**config.mk**
```make
export PLATFORM = sky130hd
export DESIGN_NAME = atm_auth_ctrl_flat
export DESIGN_NICKNAME = d
export VERILOG_FILES = /design/src/rtl/atm_auth_ctrl_pkg.sv /design/src/rtl/atm_auth_ctrl_if.sv /design/src/rtl/atm_auth_ctrl_fail_tracker.sv /design/src/rtl/atm_auth_ctrl.sv /design/src/flat_wrapper.sv
export SDC_FILE = /design/constraint.sdc
export NUM_CORES = 1
export LEC_CHECK = 0
export ABC_AREA = 1
export CAP_MARGIN = 20
export CORE_MARGIN = 2
export CORE_UTILIZATION = 50
export CTS_BUF_LIST = sky130_fd_sc_hd__clkbuf_16
export CTS_CLUSTER_DIAMETER = 50
export CTS_CLUSTER_SIZE = 10
export DETAILED_ROUTE_END_ITERATION = 7
export PLACE_DENSITY = 0.68
export SETUP_SLACK_MARGIN = 0.02
export SLEW_MARGIN = 20
export SYNTH_ARGS = -nofsm -noshare
export SYNTH_HDL_FRONTEND = slang
export SYNTH_SLANG_ARGS = --single-unit
```
**constraint.sdc**
```tcl
create_clock -name clk -period 2.7 [get_ports clk]
set_input_delay 0.54 -clock clk [delete_from_list [all_inputs] [get_ports clk]]
set_output_delay 0.54 -clock clk [all_outputs]
set_load 0.05 [all_outputs]
```
**src/rtl/atm_auth_ctrl_pkg.sv**
```systemverilog
// atm_pkg: shared FSM states, response codes and fail-count width for the ATM auth controller
package atm_pkg;
  typedef enum logic [2:0] {IDLE, SCAN, CHECK, RESP, SESSION} state_t;
  localparam logic [1:0] RC_OK = 2'd0;
  localparam logic [1:0] RC_BAD_PIN = 2'd1;
  localparam logic [1:0] RC_NO_ACC = 2'd2;
  localparam logic [1:0] RC_LOCKED = 2'd3;
  localparam int FC_W = 3;
endpackage

```
**src/rtl/atm_auth_ctrl_if.sv**
```systemverilog
// atm_auth_ctrl_if: config, login, unlock and session signals of the auth controller
interface atm_auth_ctrl_if #(parameter int ACC_W = 12, parameter int PIN_W = 4, parameter int IDX_W = 4);
  logic cfg_we;
  logic [IDX_W-1:0] cfg_idx;
  logic [ACC_W-1:0] cfg_acc;
  logic [PIN_W-1:0] cfg_pin;
  logic req_valid;
  logic req_ready;
  logic [ACC_W-1:0] req_acc;
  logic [PIN_W-1:0] req_pin;
  logic resp_valid;
  logic [1:0] resp_code;
  logic activity;
  logic logout;
  logic unlock;
  logic [IDX_W-1:0] unlock_idx;
  logic sess_active;
  logic [IDX_W-1:0] sess_idx;
  logic sess_timeout;
  modport master (
    output cfg_we, cfg_idx, cfg_acc, cfg_pin, req_valid, req_acc, req_pin, activity, logout, unlock, unlock_idx,
    input req_ready, resp_valid, resp_code, sess_active, sess_idx, sess_timeout
  );
  modport slave (
    input cfg_we, cfg_idx, cfg_acc, cfg_pin, req_valid, req_acc, req_pin, activity, logout, unlock, unlock_idx,
    output req_ready, resp_valid, resp_code, sess_active, sess_idx, sess_timeout
  );
endinterface

```
**src/rtl/atm_auth_ctrl_fail_tracker.sv**
```systemverilog
// atm_fail_tracker: per-entry saturating bad-PIN counters and lock bits with admin unlock
module atm_fail_tracker import atm_pkg::*; #(
  parameter int NUM_ACC = 10,
  parameter int IDX_W = 4,
  parameter int MAX_TRIES = 3
) (
  input  logic clk,
  input  logic reset,
  input  logic inc,
  input  logic clr,
  input  logic [IDX_W-1:0] idx,
  input  logic unlock,
  input  logic [IDX_W-1:0] unlock_idx,
  output logic locked
);
  logic [FC_W-1:0] cnt [NUM_ACC];
  logic [NUM_ACC-1:0] lock;
  always_ff @(posedge clk or negedge reset)
    if (!reset) begin
      for (int i = 0; i < NUM_ACC; i++) cnt[i] <= '0;
      lock <= '0;
    end else
      for (int i = 0; i < NUM_ACC; i++)
        if (unlock && unlock_idx == IDX_W'(i)) begin
          cnt[i] <= '0;
          lock[i] <= 1'b0;
        end else if (idx == IDX_W'(i) && clr) begin
          cnt[i] <= '0;
          lock[i] <= 1'b0;
        end else if (idx == IDX_W'(i) && inc && cnt[i] < FC_W'(MAX_TRIES)) begin
          cnt[i] <= cnt[i] + FC_W'(1);
          lock[i] <= cnt[i] + FC_W'(1) == FC_W'(MAX_TRIES);
        end
  assign locked = lock[idx];
endmodule

```
**src/rtl/atm_auth_ctrl.sv**
```systemverilog
// atm_auth_ctrl: sequential account/PIN table scan, lockout and user session ownership
module atm_auth_ctrl import atm_pkg::*; #(
  parameter int NUM_ACC = 10,
  parameter int ACC_W = 12,
  parameter int PIN_W = 4,
  parameter int MAX_TRIES = 3,
  parameter int TIMEOUT = 1024,
  parameter int IDX_W = $clog2(NUM_ACC)
) (
  input logic clk,
  input logic reset,
  atm_auth_ctrl_if.slave bus
);
  localparam int TW = $clog2(TIMEOUT);
  state_t state, state_nx;
  logic [IDX_W-1:0] scan_idx, sess_idx_q, trk_idx;
  logic [ACC_W-1:0] lat_acc;
  logic [PIN_W-1:0] lat_pin;
  logic [ACC_W-1:0] tab_acc [NUM_ACC];
  logic [PIN_W-1:0] tab_pin [NUM_ACC];
  logic [NUM_ACC-1:0] tab_vld;
  logic [1:0] rc;
  logic [TW-1:0] timer;
  logic hit, last, pin_ok, locked, cfg_wr, expire;
  assign hit = tab_vld[scan_idx] && tab_acc[scan_idx] == lat_acc;
  assign last = scan_idx == IDX_W'(NUM_ACC-1);
  assign pin_ok = tab_pin[scan_idx] == lat_pin;
  assign cfg_wr = state == IDLE && bus.cfg_we;
  assign expire = state == SESSION && timer == TW'(TIMEOUT-1) && !bus.logout;
  assign trk_idx = state == CHECK ? scan_idx : bus.cfg_idx;
  atm_fail_tracker #(.NUM_ACC(NUM_ACC), .IDX_W(IDX_W), .MAX_TRIES(MAX_TRIES)) u_trk (
    .clk(clk), .reset(reset),
    .inc(state == CHECK && !locked && !pin_ok),
    .clr((state == CHECK && !locked && pin_ok) || cfg_wr),
    .idx(trk_idx), .unlock(bus.unlock), .unlock_idx(bus.unlock_idx), .locked(locked)
  );
  always_comb begin
    state_nx = state;
    case (state)
      IDLE:    state_nx = bus.req_valid ? SCAN : IDLE;
      SCAN:    state_nx = hit ? CHECK : last ? RESP : SCAN;
      CHECK:   state_nx = RESP;
      RESP:    state_nx = rc == RC_OK ? SESSION : IDLE;
      SESSION: state_nx = bus.logout || expire ? IDLE : SESSION;
      default: state_nx = IDLE;
    endcase
  end
  always_ff @(posedge clk or negedge reset)
    if (!reset) begin
      state <= IDLE;
      scan_idx <= '0;
      sess_idx_q <= '0;
      lat_acc <= '0;
      lat_pin <= '0;
      rc <= RC_OK;
      timer <= '0;
      tab_vld <= '0;
      for (int i = 0; i < NUM_ACC; i++) begin
        tab_acc[i] <= '0;
        tab_pin[i] <= '0;
      end
    end else begin
      state <= state_nx;
      timer <= state != SESSION || bus.activity ? '0 : timer + TW'(1);
      if (cfg_wr) begin
        tab_acc[bus.cfg_idx] <= bus.cfg_acc;
        tab_pin[bus.cfg_idx] <= bus.cfg_pin;
        tab_vld[bus.cfg_idx] <= 1'b1;
      end
      if (state == IDLE && bus.req_valid) begin
        lat_acc <= bus.req_acc;
        lat_pin <= bus.req_pin;
        scan_idx <= '0;
      end
      if (state == SCAN && !hit && !last) scan_idx <= scan_idx + IDX_W'(1);
      if (state == SCAN && !hit && last) rc <= RC_NO_ACC;
      if (state == CHECK) rc <= locked ? RC_LOCKED : pin_ok ? RC_OK : RC_BAD_PIN;
      if (state == CHECK && !locked && pin_ok) sess_idx_q <= scan_idx;
    end
  assign bus.req_ready = state == IDLE;
  assign bus.resp_valid = state == RESP;
  assign bus.resp_code = rc;
  assign bus.sess_active = state == SESSION;
  assign bus.sess_idx = sess_idx_q;
  assign bus.sess_timeout = expire;
endmodule
```
**src/flat_wrapper.sv**
```systemverilog
// flat-port wrapper written by rule: the top's interface ports become plain ports
module atm_auth_ctrl_flat import atm_pkg::*;
#(
  parameter int NUM_ACC = 10,
  parameter int ACC_W = 12,
  parameter int PIN_W = 4,
  parameter int MAX_TRIES = 3,
  parameter int TIMEOUT = 1024,
  parameter int IDX_W = $clog2(NUM_ACC)
)
  (clk, reset, bus_cfg_we, bus_cfg_idx, bus_cfg_acc, bus_cfg_pin, bus_req_valid, bus_req_acc, bus_req_pin, bus_activity, bus_logout, bus_unlock, bus_unlock_idx, bus_req_ready, bus_resp_valid, bus_resp_code, bus_sess_active, bus_sess_idx, bus_sess_timeout);
  atm_auth_ctrl_if #(.ACC_W(ACC_W), .PIN_W(PIN_W), .IDX_W(IDX_W)) bus_i ();
  input logic clk;
  input logic reset;
  input wire logic [$bits(bus_i.cfg_we)-1:0] bus_cfg_we;
  input wire logic [$bits(bus_i.cfg_idx)-1:0] bus_cfg_idx;
  input wire logic [$bits(bus_i.cfg_acc)-1:0] bus_cfg_acc;
  input wire logic [$bits(bus_i.cfg_pin)-1:0] bus_cfg_pin;
  input wire logic [$bits(bus_i.req_valid)-1:0] bus_req_valid;
  input wire logic [$bits(bus_i.req_acc)-1:0] bus_req_acc;
  input wire logic [$bits(bus_i.req_pin)-1:0] bus_req_pin;
  input wire logic [$bits(bus_i.activity)-1:0] bus_activity;
  input wire logic [$bits(bus_i.logout)-1:0] bus_logout;
  input wire logic [$bits(bus_i.unlock)-1:0] bus_unlock;
  input wire logic [$bits(bus_i.unlock_idx)-1:0] bus_unlock_idx;
  output wire logic [$bits(bus_i.req_ready)-1:0] bus_req_ready;
  output wire logic [$bits(bus_i.resp_valid)-1:0] bus_resp_valid;
  output wire logic [$bits(bus_i.resp_code)-1:0] bus_resp_code;
  output wire logic [$bits(bus_i.sess_active)-1:0] bus_sess_active;
  output wire logic [$bits(bus_i.sess_idx)-1:0] bus_sess_idx;
  output wire logic [$bits(bus_i.sess_timeout)-1:0] bus_sess_timeout;
  assign bus_i.cfg_we = bus_cfg_we;
  assign bus_i.cfg_idx = bus_cfg_idx;
  assign bus_i.cfg_acc = bus_cfg_acc;
  assign bus_i.cfg_pin = bus_cfg_pin;
  assign bus_i.req_valid = bus_req_valid;
  assign bus_i.req_acc = bus_req_acc;
  assign bus_i.req_pin = bus_req_pin;
  assign bus_i.activity = bus_activity;
  assign bus_i.logout = bus_logout;
  assign bus_i.unlock = bus_unlock;
  assign bus_i.unlock_idx = bus_unlock_idx;
  assign bus_req_ready = bus_i.req_ready;
  assign bus_resp_valid = bus_i.resp_valid;
  assign bus_resp_code = bus_i.resp_code;
  assign bus_sess_active = bus_i.sess_active;
  assign bus_sess_idx = bus_i.sess_idx;
  assign bus_sess_timeout = bus_i.sess_timeout;
  atm_auth_ctrl #(.NUM_ACC(NUM_ACC), .ACC_W(ACC_W), .PIN_W(PIN_W), .MAX_TRIES(MAX_TRIES), .TIMEOUT(TIMEOUT), .IDX_W(IDX_W)) u_core (.clk(clk), .reset(reset), .bus(bus_i));
endmodule
```
# ---- Yosys cells after proc, flatten, opt, wreduce, memory -nomap -nowiden
# Cells that the tools add are included.
dict set report totals {
  elab_cells 286
  output_inout_bits 10
  reg_bits 249
  in_bits 47
}
dict set report op_classes {
  addsub 12
  n_bitwise 3
  mux 92
  n_reduce_logical 77
  n_lt_le_gt_ge 17
  eq_ne 37
}
# operator n
set op_table {}
lappend op_table {{120-bit bitwise mux} 1}
lappend op_table {{3-bit 2-to-1 mux} 33}
lappend op_table {{1-bit logical AND} 53}
lappend op_table {{12-bit binary-select mux with 4-bit select} 1}
lappend op_table {{12-bit demux with 4-bit select} 1}
lappend op_table {{40-bit bitwise mux} 1}
lappend op_table {{3-bit by 2-bit == test with 1-bit output (second input constant)} 12}
lappend op_table {{12-bit 2-to-1 mux} 3}
lappend op_table {{1-bit 2-to-1 mux} 35}
lappend op_table {{4-bit by 3-bit == test with 1-bit output (second input constant)} 8}
lappend op_table {{3-bit by 1-bit adder with 3-bit output (second input constant)} 10}
lappend op_table {{3-bit by 2-bit < comparator with 1-bit output (second input constant)} 10}
lappend op_table {{3-bit nonzero test} 10}
lappend op_table {{4-bit 2-to-1 mux} 6}
lappend op_table {{4-bit == test (second input constant)} 5}
lappend op_table {{4-bit binary-select mux with 4-bit select} 1}
lappend op_table {{4-bit demux with 4-bit select} 1}
lappend op_table {{4-bit by 2-bit == test with 1-bit output (second input constant)} 4}
lappend op_table {{4-bit by 5-bit < comparator with 1-bit output (second input constant)} 3}
lappend op_table {{3-bit one-hot mux with 5 select lines} 1}
lappend op_table {{12-bit == test} 1}
lappend op_table {{10-bit by 1-bit adder with 10-bit output (second input constant)} 1}
lappend op_table {{10-bit == test (second input constant)} 1}
lappend op_table {{5-bit >= comparator (second input constant)} 2}
lappend op_table {{20 further kinds} 34}

# ---- Logic depth before layout (Yosys ltp)
# Gate-level depths: netlist (run 1).
dict set report depth {
  depth_word 12
  mapped_depth 19
  depth_no_buf 17
}

# ---- By module
# A second synthesis (run 1) with hierarchy kept.
dict set report hier_totals {
  hier_cells 1662
  area_unflattened_um2 12662.1
}
# module cells_per_inst area_per_inst_um2 seq_area_each_um2 n_inst
set modules_own_cells {}
lappend modules_own_cells {atm_auth_ctrl 1252 9939.5 5230.0 1}
lappend modules_own_cells {atm_fail_tracker 410 2722.6 1001.0 1}

# ---- Least setup slack after synthesis (run 1)
# Ideal clock, no wire load.
dict set report synth_path {
  path_type {register to output}
  from {register u_core.state[1]}
  to {output port bus_sess_timeout}
  n_path_buf 0
  t_required_ps 2160
  arrival_time_ps 2895
  path_stages_with_launch 6
  path_slack_ps -735
  cell_sequence {dfrtp_1 > nor2_1 > inv_1 > nor2_1 > inv_1 > nor4_1}
}
dict set report synth_between {
  elab_chain_cells 3
}
# element line
set synth_lines {}
lappend synth_lines {{start: declaration} atm_auth_ctrl.sv:15} ;# state_t state, state_nx;
lappend synth_lines {{start signal: assignment} atm_auth_ctrl.sv:63} ;# state <= state_nx;
lappend synth_lines {{3-bit == test} -}
lappend synth_lines {{named net bus_sess_active} flat_wrapper.sv:29} ;# output wire logic [$bits(bus_i.sess_active)-1:0] bus_sess_active;
lappend synth_lines {{1-bit logical AND (2 in a row)} atm_auth_ctrl.sv:29} ;# assign expire = state == SESSION && timer == TW'(TIMEOUT-1) && !bus.logout;
lappend synth_lines {{end: declaration} flat_wrapper.sv:31} ;# output wire logic [$bits(bus_i.sess_timeout)-1:0] bus_sess_timeout;
# The timed path passes the listed nets, and every way through them passes these cells.

# ---- Worst setup path after layout (run 1)
dict set report layout_path {
  from {register u_core.state[1]}
  to {output port bus_sess_active}
}
dict set report layout_between {
  elab_chain_cells 1
}
# element line
set layout_lines {}
lappend layout_lines {{3-bit == test} atm_auth_ctrl.sv:83} ;# assign bus.sess_active = state == SESSION;
lappend layout_lines {{end: declaration} flat_wrapper.sv:29}
# Every way passes these cells.

==> flow_summary.html, run 1 <==
<table>
<tr><th>Metric</th><th>Value</th></tr>
<tr><th colspan="2">Outcome</th></tr>
<tr><td>Result of the run</td><td>finished, final reports clean</td></tr>
<tr><th colspan="2">Logic synthesis</th></tr>
<tr><td>Share of the synthesized area in compound gates (AO/OA/AOI/OAI)</td><td>around a tenth</td></tr>
<tr><td>Ys Warns</td><td>0</td></tr>
<tr><td>Distinct cell type count after synthesis</td><td>35</td></tr>
<tr><td>Area fraction in and, or, nand and nor cells after synthesis</td><td>slightly below 30%</td></tr>
<tr><td>Summed instance area of the synthesized netlist</td><td>around 13,000 um^2</td></tr>
<tr><td>Instance count of the mapped netlist</td><td>roughly 1,700</td></tr>
<tr><td>Syn_area_per_cell</td><td>roughly 7.5 um^2</td></tr>
<tr><td>Cell taking the most area after synthesis</td><td>sky130_fd_sc_hd__dfrtp_1</td></tr>
<tr><td>Area share of fa/ha/maj cells after synthesis</td><td>2.26%</td></tr>
<tr><td>Nets in the synthesized netlist</td><td>1,775</td></tr>
<tr><td>Number of enable flip-flop cells after synthesis</td><td>0</td></tr>
<tr><td>Main combinational cell family by area after synthesis</td><td>simple AND/OR/NAND/NOR gates</td></tr>
<tr><td>Post-Synth XOR/XNOR Area</td><td>less than 1%</td></tr>
<tr><td>Number of synthesized register bits</td><td>roughly 250</td></tr>
<tr><td>Most used flip-flop cell after synthesis</td><td>sky130_fd_sc_hd__dfrtp_1</td></tr>
<tr><td>Share of async-settable or async-resettable flops after synthesis</td><td>100%</td></tr>
<tr><td>Multiplexer share of the synthesized area</td><td>less than 1%</td></tr>
<tr><td>Yosys top cell area share</td><td>between 40% and 50%</td></tr>
<tr><td>Most area-consuming cells after synthesis</td><td>sky130_fd_sc_hd__dfrtp_1 49%, sky130_fd_sc_hd__nand2_1 16%, sky130_fd_sc_hd__o21ai_0 7.7%, sky130_fd_sc_hd__inv_1 5.8%, sky130_fd_sc_hd__nor2_1 4.6%</td></tr>
<tr><td>Proportion of synthesized chip area in sequential cells</td><td>between 40% and 50%</td></tr>
<tr><th colspan="2">GRT</th></tr>
<tr><td>Largest net degree at the start of global routing</td><td>84</td></tr>
<tr><td>Via count of the first global-routing pass</td><td>approximately 11,000</td></tr>
<tr><td>First-pass GRT wire length</td><td>approximately 54 mm</td></tr>
<tr><td>GRT Total Usage</td><td>25.4%</td></tr>
<tr><td>Leftover overflow at the end of global routing</td><td>0</td></tr>
<tr><td>Initial antenna violation count</td><td>0</td></tr>
<tr><th colspan="2">Clock network</th></tr>
<tr><td>TritonCTS clock tree</td><td>built</td></tr>
<tr><td>Clock latency on the worst-skew pair</td><td>about 500 ps</td></tr>
<tr><td>Number of H-tree levels</td><td>2</td></tr>
<tr><td>Max Root-Sink Buffers</td><td>3</td></tr>
<tr><td>Clk pin slew, worst setup/hold paths</td><td>roughly 50 ps</td></tr>
<tr><td>Clock buffers created by TritonCTS</td><td>34</td></tr>
<tr><td>Clock tree sinks</td><td>249</td></tr>
<tr><td>Root cell of the clock tree</td><td>sky130_fd_sc_hd__clkbuf_16</td></tr>
<tr><th colspan="2">Final layout</th></tr>
<tr><td>Antenna diode count</td><td>0</td></tr>
<tr><td>Area added between synthesis and finish</td><td>17.8%</td></tr>
<tr><td>Highest-count cells in the layout ignoring fill and taps</td><td>556 x sky130_fd_sc_hd__nand2_1, 247 x sky130_fd_sc_hd__dfrtp_1, 202 x sky130_fd_sc_hd__inv_1, 195 x sky130_fd_sc_hd__o21ai_0, 155 x sky130_fd_sc_hd__nor2_1</td></tr>
<tr><td>Fill cell instance count of the final layout</td><td>approximately 2,300</td></tr>
<tr><td>Final design instance area without fill</td><td>15,000 um^2</td></tr>
<tr><td>Finished Core Util</td><td>between 50% and 60%</td></tr>
<tr><td>Area used by multi-input combinational logic</td><td>5400 um^2</td></tr>
<tr><td>Nets</td><td>1,843</td></tr>
<tr><td>Most common cell after layout, fill and taps aside</td><td>sky130_fd_sc_hd__nand2_1</td></tr>
<tr><td>Sequential cell area</td><td>between 6000 and 7000 um^2</td></tr>
<tr><td>Share of layout cells above drive strength 1</td><td>7.21%</td></tr>
<tr><th colspan="2">Timing</th></tr>
<tr><td>Peak Freq</td><td>around 390 MHz</td></tr>
<tr><td>Max Transition Viols Final</td><td>0</td></tr>
<tr><td>Max-slew headroom at the worst pin</td><td>between 50 and 60%</td></tr>
<tr><td>Setup repair after global routing missed its margin</td><td>true</td></tr>
<tr><td>Final-layout worst hold slack</td><td>55.9 ps</td></tr>
<tr><td>Min cycle time layout</td><td>2580 ps</td></tr>
<tr><td>Accumulated negative setup slack</td><td>0 ps</td></tr>
<tr><td>Final hold violations</td><td>0</td></tr>
<tr><td>Final critical-path share of the clock period</td><td>95.4%</td></tr>
<tr><td>Transition at the pin with the smallest max-transition slack</td><td>~700 ps</td></tr>
<tr><td>Skew final</td><td>15.8 ps</td></tr>
<tr><td>Final setup vio count</td><td>0</td></tr>
<tr><th colspan="2">Floorplan</th></tr>
<tr><td>Die Outline Area</td><td>26,700 um^2</td></tr>
<tr><td>Height of the chip</td><td>about 160 um</td></tr>
<tr><td>Initial core utilization</td><td>a little over 50%</td></tr>
<tr><td>Rows</td><td>58</td></tr>
<tr><td>Horiz. Die Dim</td><td>roughly 160 um</td></tr>
<tr><td>Core area</td><td>between 20,000 and 30,000 um^2</td></tr>
<tr><td>Ports placed on the boundary</td><td>57</td></tr>
<tr><th colspan="2">Setup path</th></tr>
<tr><td>Type of element capturing the critical path</td><td>primary output</td></tr>
<tr><td>Crit path max-delay family</td><td>buffers and inverters</td></tr>
<tr><td>CP dominant cell by count</td><td>sky130_fd_sc_hd__nor2_1</td></tr>
<tr><td>Launching element type of the critical path</td><td>register</td></tr>
<tr><td>Critical register-to-register path startpoint</td><td>u_core.scan_idx[0]$_DFFE_PN0P_</td></tr>
<tr><td>Req. time, crit path</td><td>approximately 2200 ps</td></tr>
<tr><td>Start-to-end type of the worst setup path</td><td>reg2out</td></tr>
<tr><td>Critical path's largest stage delay</td><td>830 ps</td></tr>
<tr><td>Maximum fanout count along the critical path</td><td>4</td></tr>
<tr><td>Buf/Inv on CP</td><td>2</td></tr>
<tr><td>Critical Path Slowest Stage Cell</td><td>sky130_fd_sc_hd__clkdlybuf4s50_1</td></tr>
<tr><td>Setup crit start</td><td>u_core.state[1]$_DFF_PN0_</td></tr>
<tr><td>Critical path cell sequence</td><td>nor2_1 &gt; inv_1 &gt; nor2_1 &gt; clkdlybuf4s50_1</td></tr>
<tr><td>Arrival time of data at the critical path endpoint</td><td>2040 ps</td></tr>
<tr><th colspan="2">Placement</th></tr>
<tr><td>Estimated wirelength of the detail-placed design</td><td>21.0 mm</td></tr>
<tr><td>I/O Buffers</td><td>between 50 and 60</td></tr>
<tr><td>Final weighted congestion of routability-driven global placement</td><td>approximately 0.90</td></tr>
<tr><td>Placed inst area</td><td>around 14,000 um^2</td></tr>
<tr><th colspan="2">Detailed routing</th></tr>
<tr><td>Average detailed-routed wire length per instance</td><td>between 15 and 20 um</td></tr>
<tr><td>Total DRC errors in the routed layout</td><td>0</td></tr>
<tr><td>DRC violation total after the first TritonRoute iteration</td><td>830</td></tr>
<tr><td>Average vias per placed instance</td><td>between 5 and 6</td></tr>
<tr><td>Wire length after detailed routing</td><td>32.9 mm</td></tr>
<tr><td>Vias</td><td>roughly 11,000</td></tr>
<tr><td>Number of iterations in the first detailed-routing pass</td><td>6</td></tr>
<tr><td>Post-DRT Antenna Nets</td><td>0</td></tr>
<tr><th colspan="2">Pwr</th></tr>
<tr><td>Cell leakage power</td><td>~7.7 nW</td></tr>
<tr><td>Maximum ir drop on the vdd rail</td><td>0.000585 V</td></tr>
<tr><td>Ratio of total power to cell area</td><td>roughly 990 nW/um^2</td></tr>
<tr><th colspan="2">Job</th></tr>
<tr><td>Number of violations of the max-capacitance limit</td><td>0</td></tr>
<tr><th colspan="2">Hold path</th></tr>
<tr><td>Worst hold-check path type</td><td>in2async</td></tr>
</table>
[per-stage QoR]
step	total power, mW	instances	worst slack, ps
2_1_floorplan	9.04	1705	91.9
6_report	14.9	2119	125
3_5_place_dp	10.6	2064	-9.89
3_3_place_gp	10.4	2064	68.7
5_1_grt	16.0	2119	-30.3
4_1_cts	14.8	2119	26.4
[synth_stat cells, types with 3 or more instances]
| library cell | instances |
|---|---|
| sky130_fd_sc_hd__nand2_1 | 557 |
| sky130_fd_sc_hd__dfrtp_1 | 249 |
| sky130_fd_sc_hd__inv_1 | 198 |
| sky130_fd_sc_hd__o21ai_0 | 195 |
| sky130_fd_sc_hd__nor2_1 | 157 |
| sky130_fd_sc_hd__nand3_1 | 113 |
| sky130_fd_sc_hd__nand4_1 | 41 |
| sky130_fd_sc_hd__clkbuf_1 | 36 |
| sky130_fd_sc_hd__buf_2 | 28 |
| sky130_fd_sc_hd__a21oi_1 | 27 |
| sky130_fd_sc_hd__ha_1 | 23 |
| sky130_fd_sc_hd__and3_1 | 10 |
| sky130_fd_sc_hd__buf_4 | 10 |
| sky130_fd_sc_hd__nor3_1 | 10 |
| sky130_fd_sc_hd__o211ai_1 | 6 |
| sky130_fd_sc_hd__nor3b_1 | 5 |
| sky130_fd_sc_hd__o21ai_1 | 5 |
| sky130_fd_sc_hd__or2_2 | 4 |
| sky130_fd_sc_hd__buf_6 | 3 |
| sky130_fd_sc_hd__nand3_2 | 3 |
| sky130_fd_sc_hd__nand3b_1 | 3 |
| sky130_fd_sc_hd__o21ai_2 | 3 |
[area by class of cell]
cell class | instances | share of cell area (%)
Tap cell | 330 | 2.76
Timing Repair Buffer | 111 | 7.59
Clock buffer | 37 | 6.18
Multi-Input combinational cell | 1177 | 36.0
Inverter | 200 | 5.03
Sequential cell | 249 | 41.6
Clock inverter | 15 | 0.818
[report_power, final]
group / internal [mW] / switching (mW)
clock network: 2.63 / 1.58
registers: 4.88 / 0.670
logic: 1.83 / 3.27
total: 9.34 / 5.52
[per-layer routing]
| layer | part of all wire, % | GRT usage, % |
|---|---|---|
| met1 | 45 | 34.1 |
| met2 | 47 | 42.4 |
| met3 | 5.2 | 3.40 |
| met4 | 2.9 | 9.29 |
| met5 | 0 | 0 |
[sequential cells by signal, summed over array words and instances, names as in the netlist]
signal and cells:
u_core.bus.resp_code 2, u_core.state 3, u_core.timer 10, u_core.tab_acc 120, u_core.tab_pin 40, u_core.lat_pin 4
u_core.lat_acc 12, u_core.u_trk.cnt 30, u_core.tab_vld 10, u_core.u_trk.lock 10, u_core.scan_idx 4, u_core.bus.sess_idx 4
[final timing paths]
kind / endpoint / slack [ps] / depth (start not counted)
max in group asynchronous: u_core.u_trk.cnt[28]$_DFFE_PN0P_ / 1910 / 2
max: bus_sess_active / 120 / 4
min: u_core.timer[6]$_DFF_PN0_ / 60 / 1
min in group clk: u_core.tab_vld[3]$_DFFE_PN0P_ / 450 / 2
min reg2reg: u_core.tab_vld[3]$_DFFE_PN0P_ / 450 / 2
max reg2reg: u_core.scan_idx[0]$_DFFE_PN0P_ / 200 / 16
[logic make-up (layout without fill, tap and decap cells)]
logic type / count (synthesis) / after routing
fa+ha+maj: 23 / 23
simple gates: 909 / 909
compound gates: 241 / 241
mux: 2 / 2
buf+inv: 279 / 363
xor+xnor: 2 / 2
flops: 249 / 249
[repair_timing]
item                                    in CTS  in global routing
gates resized for setup                      6                 14
hold buffers                                 0                  0
pin swaps                                    3                  3
endpoints found under the setup margin       2                 47
setup buffers                                3                  0
Power figures use the tool's default switching activity.
==> run 2: changes to the inputs <==
--- a/config.mk
+++ b/config.mk
@@ -8,12 +8,12 @@
 export ABC_AREA = 1
 export CAP_MARGIN = 20
 export CORE_MARGIN = 2
-export CORE_UTILIZATION = 50
+export CORE_UTILIZATION = 48
 export CTS_BUF_LIST = sky130_fd_sc_hd__clkbuf_16
 export CTS_CLUSTER_DIAMETER = 50
 export CTS_CLUSTER_SIZE = 10
 export DETAILED_ROUTE_END_ITERATION = 7
-export PLACE_DENSITY = 0.68
+export PLACE_DENSITY = 0.66
 export SETUP_SLACK_MARGIN = 0.02
 export SLEW_MARGIN = 20
 export SYNTH_ARGS = -nofsm -noshare
==> flow_summary.html, run 2 (same netlist as run 1, synthesis figures left out) <==
<table>
<tr><th>Metric</th><th>Value</th></tr>
<tr><th colspan="2">Floorplan</th></tr>
<tr><td>Rows</td><td>between 50 and 60</td></tr>
<tr><td>Initial core utilization</td><td>roughly 49%</td></tr>
<tr><td>Core area</td><td>between 20,000 and 30,000 um^2</td></tr>
<tr><td>Height of the chip</td><td>roughly 170 um</td></tr>
<tr><td>Die Outline Area</td><td>approximately 28,000 um^2</td></tr>
<tr><td>Horiz. Die Dim</td><td>approximately 170 um</td></tr>
<tr><td>Ports placed on the boundary</td><td>57</td></tr>
<tr><th colspan="2">Timing</th></tr>
<tr><td>Final-layout worst hold slack</td><td>-13.4 ps</td></tr>
<tr><td>Max-slew headroom at the worst pin</td><td>about three fifths</td></tr>
<tr><td>Max Transition Viols Final</td><td>0</td></tr>
<tr><td>Final setup vio count</td><td>0</td></tr>
<tr><td>Setup repair after global routing missed its margin</td><td>true</td></tr>
<tr><td>Setup slack of the critical path after layout</td><td>between 100 and 150 ps</td></tr>
<tr><td>Peak Freq</td><td>a little under 400 MHz</td></tr>
<tr><td>Final hold violations</td><td>6</td></tr>
<tr><td>Final critical-path share of the clock period</td><td>95.9%</td></tr>
<tr><td>Transition at the pin with the smallest max-transition slack</td><td>590 ps</td></tr>
<tr><td>Skew final</td><td>around 28 ps</td></tr>
<tr><td>Min cycle time layout</td><td>2590 ps</td></tr>
<tr><th colspan="2">Detailed routing</th></tr>
<tr><td>Wire length after detailed routing</td><td>about 33 mm</td></tr>
<tr><td>Total DRC errors in the routed layout</td><td>0</td></tr>
<tr><td>Vias</td><td>11,051</td></tr>
<tr><td>Post-DRT Antenna Nets</td><td>0</td></tr>
<tr><td>Number of iterations in the first detailed-routing pass</td><td>5</td></tr>
<tr><td>Average detailed-routed wire length per instance</td><td>around 16 um</td></tr>
<tr><td>DRC violation total after the first TritonRoute iteration</td><td>about 870</td></tr>
<tr><td>Average vias per placed instance</td><td>roughly 5.2</td></tr>
<tr><th colspan="2">Setup path</th></tr>
<tr><td>Req. time, crit path</td><td>about 2200 ps</td></tr>
<tr><td>Arrival time of data at the critical path endpoint</td><td>between 2000 and 2500 ps</td></tr>
<tr><td>Critical path cell sequence</td><td>nor2_1 &gt; inv_1 &gt; nor2_1 &gt; clkdlybuf4s50_1</td></tr>
<tr><td>Launching element type of the critical path</td><td>register</td></tr>
<tr><td>Buf/Inv on CP</td><td>2</td></tr>
<tr><td>Type of element capturing the critical path</td><td>primary output</td></tr>
<tr><td>Critical Path Slowest Stage Cell</td><td>sky130_fd_sc_hd__clkdlybuf4s50_1</td></tr>
<tr><td>Maximum fanout count along the critical path</td><td>4</td></tr>
<tr><td>CP dominant cell by count</td><td>sky130_fd_sc_hd__nor2_1</td></tr>
<tr><td>Start-to-end type of the worst setup path</td><td>reg2out</td></tr>
<tr><td>Crit path max-delay family</td><td>buffers and inverters</td></tr>
<tr><td>Critical path's largest stage delay</td><td>just over 800 ps</td></tr>
<tr><th colspan="2">Clock network</th></tr>
<tr><td>Clock buffers created by TritonCTS</td><td>34</td></tr>
<tr><td>Max Root-Sink Buffers</td><td>3</td></tr>
<tr><td>Clock latency on the worst-skew pair</td><td>between 500 and 600 ps</td></tr>
<tr><td>Root cell of the clock tree</td><td>sky130_fd_sc_hd__clkbuf_16</td></tr>
<tr><td>Hold-fix buffers at CTS</td><td>0</td></tr>
<tr><td>TritonCTS clock tree</td><td>built</td></tr>
<tr><td>Clk pin slew, worst setup/hold paths</td><td>50 ps</td></tr>
<tr><td>Number of H-tree levels</td><td>2</td></tr>
<tr><td>Clock tree sinks</td><td>between 200 and 250</td></tr>
<tr><th colspan="2">Pwr</th></tr>
<tr><td>Maximum ir drop on the vdd rail</td><td>about 0.00080 V</td></tr>
<tr><td>Cell leakage power</td><td>7.76 nW</td></tr>
<tr><td>Ratio of total power to cell area</td><td>~1000 nW/um^2</td></tr>
<tr><th colspan="2">Placement</th></tr>
<tr><td>Estimated wirelength of the detail-placed design</td><td>21.0 mm</td></tr>
<tr><td>I/O Buffers</td><td>56</td></tr>
<tr><td>Placed Cells incl. Taps</td><td>between 2,000 and 2,500</td></tr>
<tr><td>Final weighted congestion of routability-driven global placement</td><td>roughly 0.85</td></tr>
<tr><td>Pre-CTS worst setup slack</td><td>-38.5 ps</td></tr>
<tr><td>Placed inst area</td><td>approximately 14,000 um^2</td></tr>
<tr><th colspan="2">GRT</th></tr>
<tr><td>Leftover overflow at the end of global routing</td><td>0</td></tr>
<tr><td>Via count of the first global-routing pass</td><td>between 10,000 and 15,000</td></tr>
<tr><td>GRT Total Usage</td><td>between 20 and 25%</td></tr>
<tr><td>Largest net degree at the start of global routing</td><td>68</td></tr>
<tr><td>First-pass GRT wire length</td><td>roughly 55 mm</td></tr>
<tr><td>Initial antenna violation count</td><td>0</td></tr>
<tr><th colspan="2">Final layout</th></tr>
<tr><td>Post-Layout Cell Count</td><td>2,131</td></tr>
<tr><td>Fill cell instance count of the final layout</td><td>roughly 2,400</td></tr>
<tr><td>Share of layout cells above drive strength 1</td><td>just under 8%</td></tr>
<tr><td>Antenna diode count</td><td>0</td></tr>
<tr><td>Highest-count cells in the layout ignoring fill and taps</td><td>554 x sky130_fd_sc_hd__nand2_1, 247 x sky130_fd_sc_hd__dfrtp_1, 204 x sky130_fd_sc_hd__inv_1, 195 x sky130_fd_sc_hd__o21ai_0, 155 x sky130_fd_sc_hd__nor2_1</td></tr>
<tr><td>Nets</td><td>1,851</td></tr>
<tr><td>Top reg by flops</td><td>u_core.tab_acc</td></tr>
<tr><td>Biggest regs</td><td>u_core.tab_acc: 120 flops, u_core.tab_pin: 40 flops, u_core.u_trk.cnt: 30 flops</td></tr>
<tr><td>Finished Core Util</td><td>58.0%</td></tr>
<tr><td>Area added between synthesis and finish</td><td>18.9%</td></tr>
<tr><td>Largest register FFs</td><td>120</td></tr>
<tr><td>Most common cell after layout, fill and taps aside</td><td>sky130_fd_sc_hd__nand2_1</td></tr>
<tr><td>Final design instance area without fill</td><td>around 15,000 um^2</td></tr>
<tr><th colspan="2">Outcome</th></tr>
<tr><td>Violations in the final reports</td><td>hold timing</td></tr>
<tr><td>Result of the run</td><td>finished, violations left</td></tr>
<tr><th colspan="2">Hold path</th></tr>
<tr><td>Worst hold-check path type</td><td>in2async</td></tr>
<tr><th colspan="2">Job</th></tr>
<tr><td>Number of violations of the max-capacitance limit</td><td>0</td></tr>
</table>
[run 2: stage by stage]
step	total power [mW]	TNS, ps
5_1_grt	16.2	0
3_3_place_gp	10.6	0
2_1_floorplan	9.04	0
6_report	15.1	0
3_5_place_dp	10.7	-218
4_1_cts	15.1	0
[run 2: worst register-to-register path, stage by stage, from the launching register on]
cell and delay (ps):
sky130_fd_sc_hd__dfrtp_2 460, sky130_fd_sc_hd__inv_2 130, sky130_fd_sc_hd__buf_12 210, sky130_fd_sc_hd__nand2_1 100, sky130_fd_sc_hd__nand2_1 60, sky130_fd_sc_hd__nand2_1 50, sky130_fd_sc_hd__nand3_1 80, sky130_fd_sc_hd__nand3_1 150
sky130_fd_sc_hd__nand2_1 110, sky130_fd_sc_hd__nand2_1 50, sky130_fd_sc_hd__nand2_1 60, sky130_fd_sc_hd__nand2_1 60, sky130_fd_sc_hd__inv_1 120, sky130_fd_sc_hd__nand2_1 130, sky130_fd_sc_hd__buf_12 190, sky130_fd_sc_hd__nand3_1 150
sky130_fd_sc_hd__nand2_1 60, sky130_fd_sc_hd__nand2_1 60, sky130_fd_sc_hd__inv_1 40, sky130_fd_sc_hd__nor2_1 70
[run 2: power breakdown]
part | internal [mW] | total [mW] | switching, mW
logic | 1.88 | 5.16 | 3.28
clock network | 2.72 | 4.36 | 1.64
registers | 4.88 | 5.54 | 0.658
total | 9.48 | 15.1 | 5.58
[run 2: what timing repair did]
item,in CTS,in global routing
pin swaps,3,5
cloned,0,0
setup endpoints to repair,1,48
setup buffers,10,5
gates resized for setup,4,14
[run 2: layout make-up]
| class | count | area (um^2) | area share, % |
|---|---|---|---|
| Tap cell | 335 | 419 | 2.77 |
| Sequential cell | 249 | 6230 | 41.2 |
| Clock buffer | 35 | 876 | 5.79 |
| Timing Repair Buffer | 119 | 1230 | 8.11 |
| Multi-Input combinational cell | 1177 | 5420 | 35.8 |
| Clock inverter | 16 | 201 | 1.33 |
| Inverter | 200 | 753 | 4.98 |
[run 2: per-layer routing]
layer	wire (um)	up-vias	global-route usage (%)
li1	-	5538	-
met1	14900	5180	33.3
met2	15900	282	41.1
met3	1670	51	3.16
met4	735	0	6.90
met5	0	-	0
[run 2: worst paths after layout]
check	start	endpoint	slack, ps	cells after the start
min reg2reg	u_core.tab_vld[1]$_DFFE_PN0P_	u_core.tab_vld[1]$_DFFE_PN0P_	450	2
min in group clk	u_core.tab_vld[1]$_DFFE_PN0P_	u_core.tab_vld[1]$_DFFE_PN0P_	450	2
max in group asynchronous	reset	u_core.tab_vld[9]$_DFFE_PN0P_	2010	2
max	u_core.state[1]$_DFF_PN0_	bus_sess_active	110	4
min	reset	u_core.timer[6]$_DFF_PN0_	-10	1
max reg2reg	u_core.scan_idx[0]$_DFFE_PN0P_	u_core.u_trk.cnt[6]$_DFFE_PN0P_	270	19
==> run 3: changes to the inputs <==
--- a/config.mk
+++ b/config.mk
@@ -7,6 +7,7 @@
 export LEC_CHECK = 0
 export ABC_AREA = 1
 export CAP_MARGIN = 20
+export CORE_ASPECT_RATIO = 2
 export CORE_MARGIN = 2
 export CORE_UTILIZATION = 48
 export CTS_BUF_LIST = sky130_fd_sc_hd__clkbuf_16
==> flow_summary.html, run 3 (same netlist as run 1, synthesis figures left out) <==
<table>
<tr><th>Metric</th><th>Value</th></tr>
<tr><th colspan="2">Outcome</th></tr>
<tr><td>Result of the run</td><td>finished, violations left</td></tr>
<tr><td>Violations in the final reports</td><td>setup timing</td></tr>
<tr><th colspan="2">Final layout</th></tr>
<tr><td>Antenna diode count</td><td>0</td></tr>
<tr><td>Area used by multi-input combinational logic</td><td>about 5400 um^2</td></tr>
<tr><td>Sequential cell area</td><td>6230 um^2</td></tr>
<tr><td>Final design instance area without fill</td><td>14,900 um^2</td></tr>
<tr><td>Fill cell instance count of the final layout</td><td>between 2,000 and 2,500</td></tr>
<tr><td>Most common cell after layout, fill and taps aside</td><td>sky130_fd_sc_hd__nand2_1</td></tr>
<tr><td>Area added between synthesis and finish</td><td>17.0%</td></tr>
<tr><td>Post-Layout Cell Count</td><td>roughly 2,100</td></tr>
<tr><td>Biggest regs</td><td>u_core.tab_acc: 120 flops, u_core.tab_pin: 40 flops, u_core.u_trk.cnt: 30 flops</td></tr>
<tr><td>Finished Core Util</td><td>a little under three fifths</td></tr>
<tr><td>Top reg by flops</td><td>u_core.tab_acc</td></tr>
<tr><td>Largest register FFs</td><td>120</td></tr>
<tr><td>Share of layout cells above drive strength 1</td><td>7.62%</td></tr>
<tr><td>Highest-count cells in the layout ignoring fill and taps</td><td>553 x sky130_fd_sc_hd__nand2_1, 246 x sky130_fd_sc_hd__dfrtp_1, 199 x sky130_fd_sc_hd__inv_1, 194 x sky130_fd_sc_hd__o21ai_0, 155 x sky130_fd_sc_hd__nor2_1</td></tr>
<tr><td>Nets</td><td>roughly 1,900</td></tr>
<tr><th colspan="2">Clock network</th></tr>
<tr><td>Clk pin slew, worst setup/hold paths</td><td>~60 ps</td></tr>
<tr><td>Number of H-tree levels</td><td>1</td></tr>
<tr><td>Clock latency on the worst-skew pair</td><td>~560 ps</td></tr>
<tr><td>Clock buffers created by TritonCTS</td><td>28</td></tr>
<tr><td>Clock tree sinks</td><td>249</td></tr>
<tr><td>TritonCTS clock tree</td><td>built</td></tr>
<tr><td>Root cell of the clock tree</td><td>sky130_fd_sc_hd__clkbuf_16</td></tr>
<tr><td>Max Root-Sink Buffers</td><td>3</td></tr>
<tr><th colspan="2">Placement</th></tr>
<tr><td>Placed inst area</td><td>about 14,000 um^2</td></tr>
<tr><td>Placed Cells incl. Taps</td><td>about 2,100</td></tr>
<tr><td>I/O Buffers</td><td>between 50 and 60</td></tr>
<tr><td>Estimated wirelength of the detail-placed design</td><td>22.7 mm</td></tr>
<tr><td>Final weighted congestion of routability-driven global placement</td><td>slightly below 0.9</td></tr>
<tr><th colspan="2">GRT</th></tr>
<tr><td>Via count of the first global-routing pass</td><td>between 10,000 and 15,000</td></tr>
<tr><td>GRT Total Usage</td><td>between 20% and 30%</td></tr>
<tr><td>Initial antenna violation count</td><td>0</td></tr>
<tr><td>Largest net degree at the start of global routing</td><td>63</td></tr>
<tr><td>First-pass GRT wire length</td><td>around 56 mm</td></tr>
<tr><td>Leftover overflow at the end of global routing</td><td>0</td></tr>
<tr><th colspan="2">Hold path</th></tr>
<tr><td>Worst hold-check path type</td><td>reg2reg</td></tr>
<tr><th colspan="2">Timing</th></tr>
<tr><td>Min cycle time layout</td><td>2700 ps</td></tr>
<tr><td>Final critical-path share of the clock period</td><td>100%</td></tr>
<tr><td>Peak Freq</td><td>approximately 370 MHz</td></tr>
<tr><td>Final-layout worst hold slack</td><td>approximately 460 ps</td></tr>
<tr><td>Skew final</td><td>around 26 ps</td></tr>
<tr><td>Setup slack of the critical path after layout</td><td>-0.292 ps</td></tr>
<tr><td>Max Transition Viols Final</td><td>0</td></tr>
<tr><td>Final hold violations</td><td>0</td></tr>
<tr><td>Final setup vio count</td><td>1</td></tr>
<tr><td>Max-slew headroom at the worst pin</td><td>roughly 62%</td></tr>
<tr><td>Transition at the pin with the smallest max-transition slack</td><td>around 570 ps</td></tr>
<tr><td>Setup repair after global routing missed its margin</td><td>true</td></tr>
<tr><th colspan="2">Floorplan</th></tr>
<tr><td>Core area</td><td>26,200 um^2</td></tr>
<tr><td>Die Outline Area</td><td>approximately 28,000 um^2</td></tr>
<tr><td>Rows</td><td>between 80 and 90</td></tr>
<tr><td>Height of the chip</td><td>234 um</td></tr>
<tr><td>Ports placed on the boundary</td><td>57</td></tr>
<tr><td>Horiz. Die Dim</td><td>119 um</td></tr>
<tr><td>Initial core utilization</td><td>around half</td></tr>
<tr><th colspan="2">Detailed routing</th></tr>
<tr><td>Number of iterations in the first detailed-routing pass</td><td>5</td></tr>
<tr><td>Met2 Routed Length</td><td>18.3 mm</td></tr>
<tr><td>DRC violation total after the first TritonRoute iteration</td><td>a little under 1,000</td></tr>
<tr><td>Total DRC errors in the routed layout</td><td>0</td></tr>
<tr><td>Average detailed-routed wire length per instance</td><td>between 15 and 20 um</td></tr>
<tr><td>Average vias per placed instance</td><td>5.30</td></tr>
<tr><td>Routed length on met1</td><td>13.6 mm</td></tr>
<tr><td>Post-DRT Antenna Nets</td><td>0</td></tr>
<tr><td>Wire length after detailed routing</td><td>between 30 and 40 mm</td></tr>
<tr><td>Uppermost layer routed</td><td>met4</td></tr>
<tr><td>Routed length on met3</td><td>between 1 and 1.5 mm</td></tr>
<tr><td>Vias</td><td>11,274</td></tr>
<tr><th colspan="2">Pwr</th></tr>
<tr><td>Ratio of total power to cell area</td><td>between 900 and 1000 nW/um^2</td></tr>
<tr><td>Maximum ir drop on the vdd rail</td><td>roughly 0.00055 V</td></tr>
<tr><td>Cell leakage power</td><td>~7.6 nW</td></tr>
<tr><td>Overall power after layout</td><td>roughly 14 mW</td></tr>
<tr><th colspan="2">Setup path</th></tr>
<tr><td>Type of element capturing the critical path</td><td>primary output</td></tr>
<tr><td>Arrival time of data at the critical path endpoint</td><td>2160 ps</td></tr>
<tr><td>Req. time, crit path</td><td>about 2200 ps</td></tr>
<tr><td>Launching element type of the critical path</td><td>register</td></tr>
<tr><td>Start-to-end type of the worst setup path</td><td>reg2out</td></tr>
<tr><td>Maximum fanout count along the critical path</td><td>3</td></tr>
<tr><th colspan="2">Job</th></tr>
<tr><td>Number of violations of the max-capacitance limit</td><td>0</td></tr>
</table>
-- run 3: timing repair --
| action | in CTS | in global routing |
|---|---|---|
| setup buffers | 0 | 9 |
| pin swaps | 0 | 7 |
| setup endpoints to repair | 4 | 42 |
| endpoints found under the hold margin | 56 | 0 |
| gates cloned | 0 | 3 |
| hold buffers | 1 | 0 |
| resized for setup | 7 | 17 |
-- run 3: layout make-up --
cell class / count / area share (%)
clock inverters: 3 / 0.0757
repair buffers: 127 / 8.64
multi-input cells: 1177 / 36.6
well taps: 344 / 2.89
inverters: 200 / 5.07
flip-flops and latches: 249 / 41.9
clock buffers: 29 / 4.88
-- run 3: critical path, stage by stage, from the launching register on --
cell	delay [ps]
sky130_fd_sc_hd__dfrtp_1	360
sky130_fd_sc_hd__ha_2	190
sky130_fd_sc_hd__nand2_2	50
sky130_fd_sc_hd__inv_2	70
sky130_fd_sc_hd__nand2_4	50
sky130_fd_sc_hd__nor2_4	130
sky130_fd_sc_hd__nand3_4	90
sky130_fd_sc_hd__nor2_4	150
sky130_fd_sc_hd__nand2_4	80
sky130_fd_sc_hd__nor4_4	260
sky130_fd_sc_hd__buf_12	180
-- run 3: path summary, 6_finish.rpt --
| path | start | end | slack [ps] | depth (start not counted) |
|---|---|---|---|---|
| worst max-delay path | u_core.timer[0]$_DFF_PN0_ | bus_sess_timeout | -0.3 | 10 |
| min in group asynchronous | reset | u_core.timer[1]$_DFF_PN0_ | 500 | 2 |
| worst min-delay path | u_core.tab_vld[3]$_DFFE_PN0P_ | u_core.tab_vld[3]$_DFFE_PN0P_ | 460 | 2 |
| max in group asynchronous | reset | u_core.lat_acc[2]$_DFFE_PN0P_ | 1450 | 3 |
| worst max register to register | u_core.scan_idx[0]$_DFFE_PN0P_ | u_core.scan_idx[1]$_DFFE_PN0P_ | 260 | 15 |
| worst min register to register | u_core.tab_vld[3]$_DFFE_PN0P_ | u_core.tab_vld[3]$_DFFE_PN0P_ | 460 | 2 |
-- run 3: stage by stage --
step           worst slack (ps)  setup TNS, ps
2_1_floorplan              91.9              0
3_3_place_gp              -43.4           -745
3_5_place_dp               -106          -3050
4_1_cts                    7.34              0
5_1_grt                    -101           -101
6_report                 -0.292         -0.292
-- run 3: per-layer routing --
metal,track usage (%),vias to the layer above
met5,0,-
met3,2.36,98
met1,28.6,5358
met2,46.7,297
met4,12.3,0
li1,-,5521
-- run 3: power breakdown --
group	internal (mW)	total [mW]	switching, mW
clock network	1.87	3.29	1.41
registers	4.88	5.57	0.690
logic	1.96	5.34	3.38
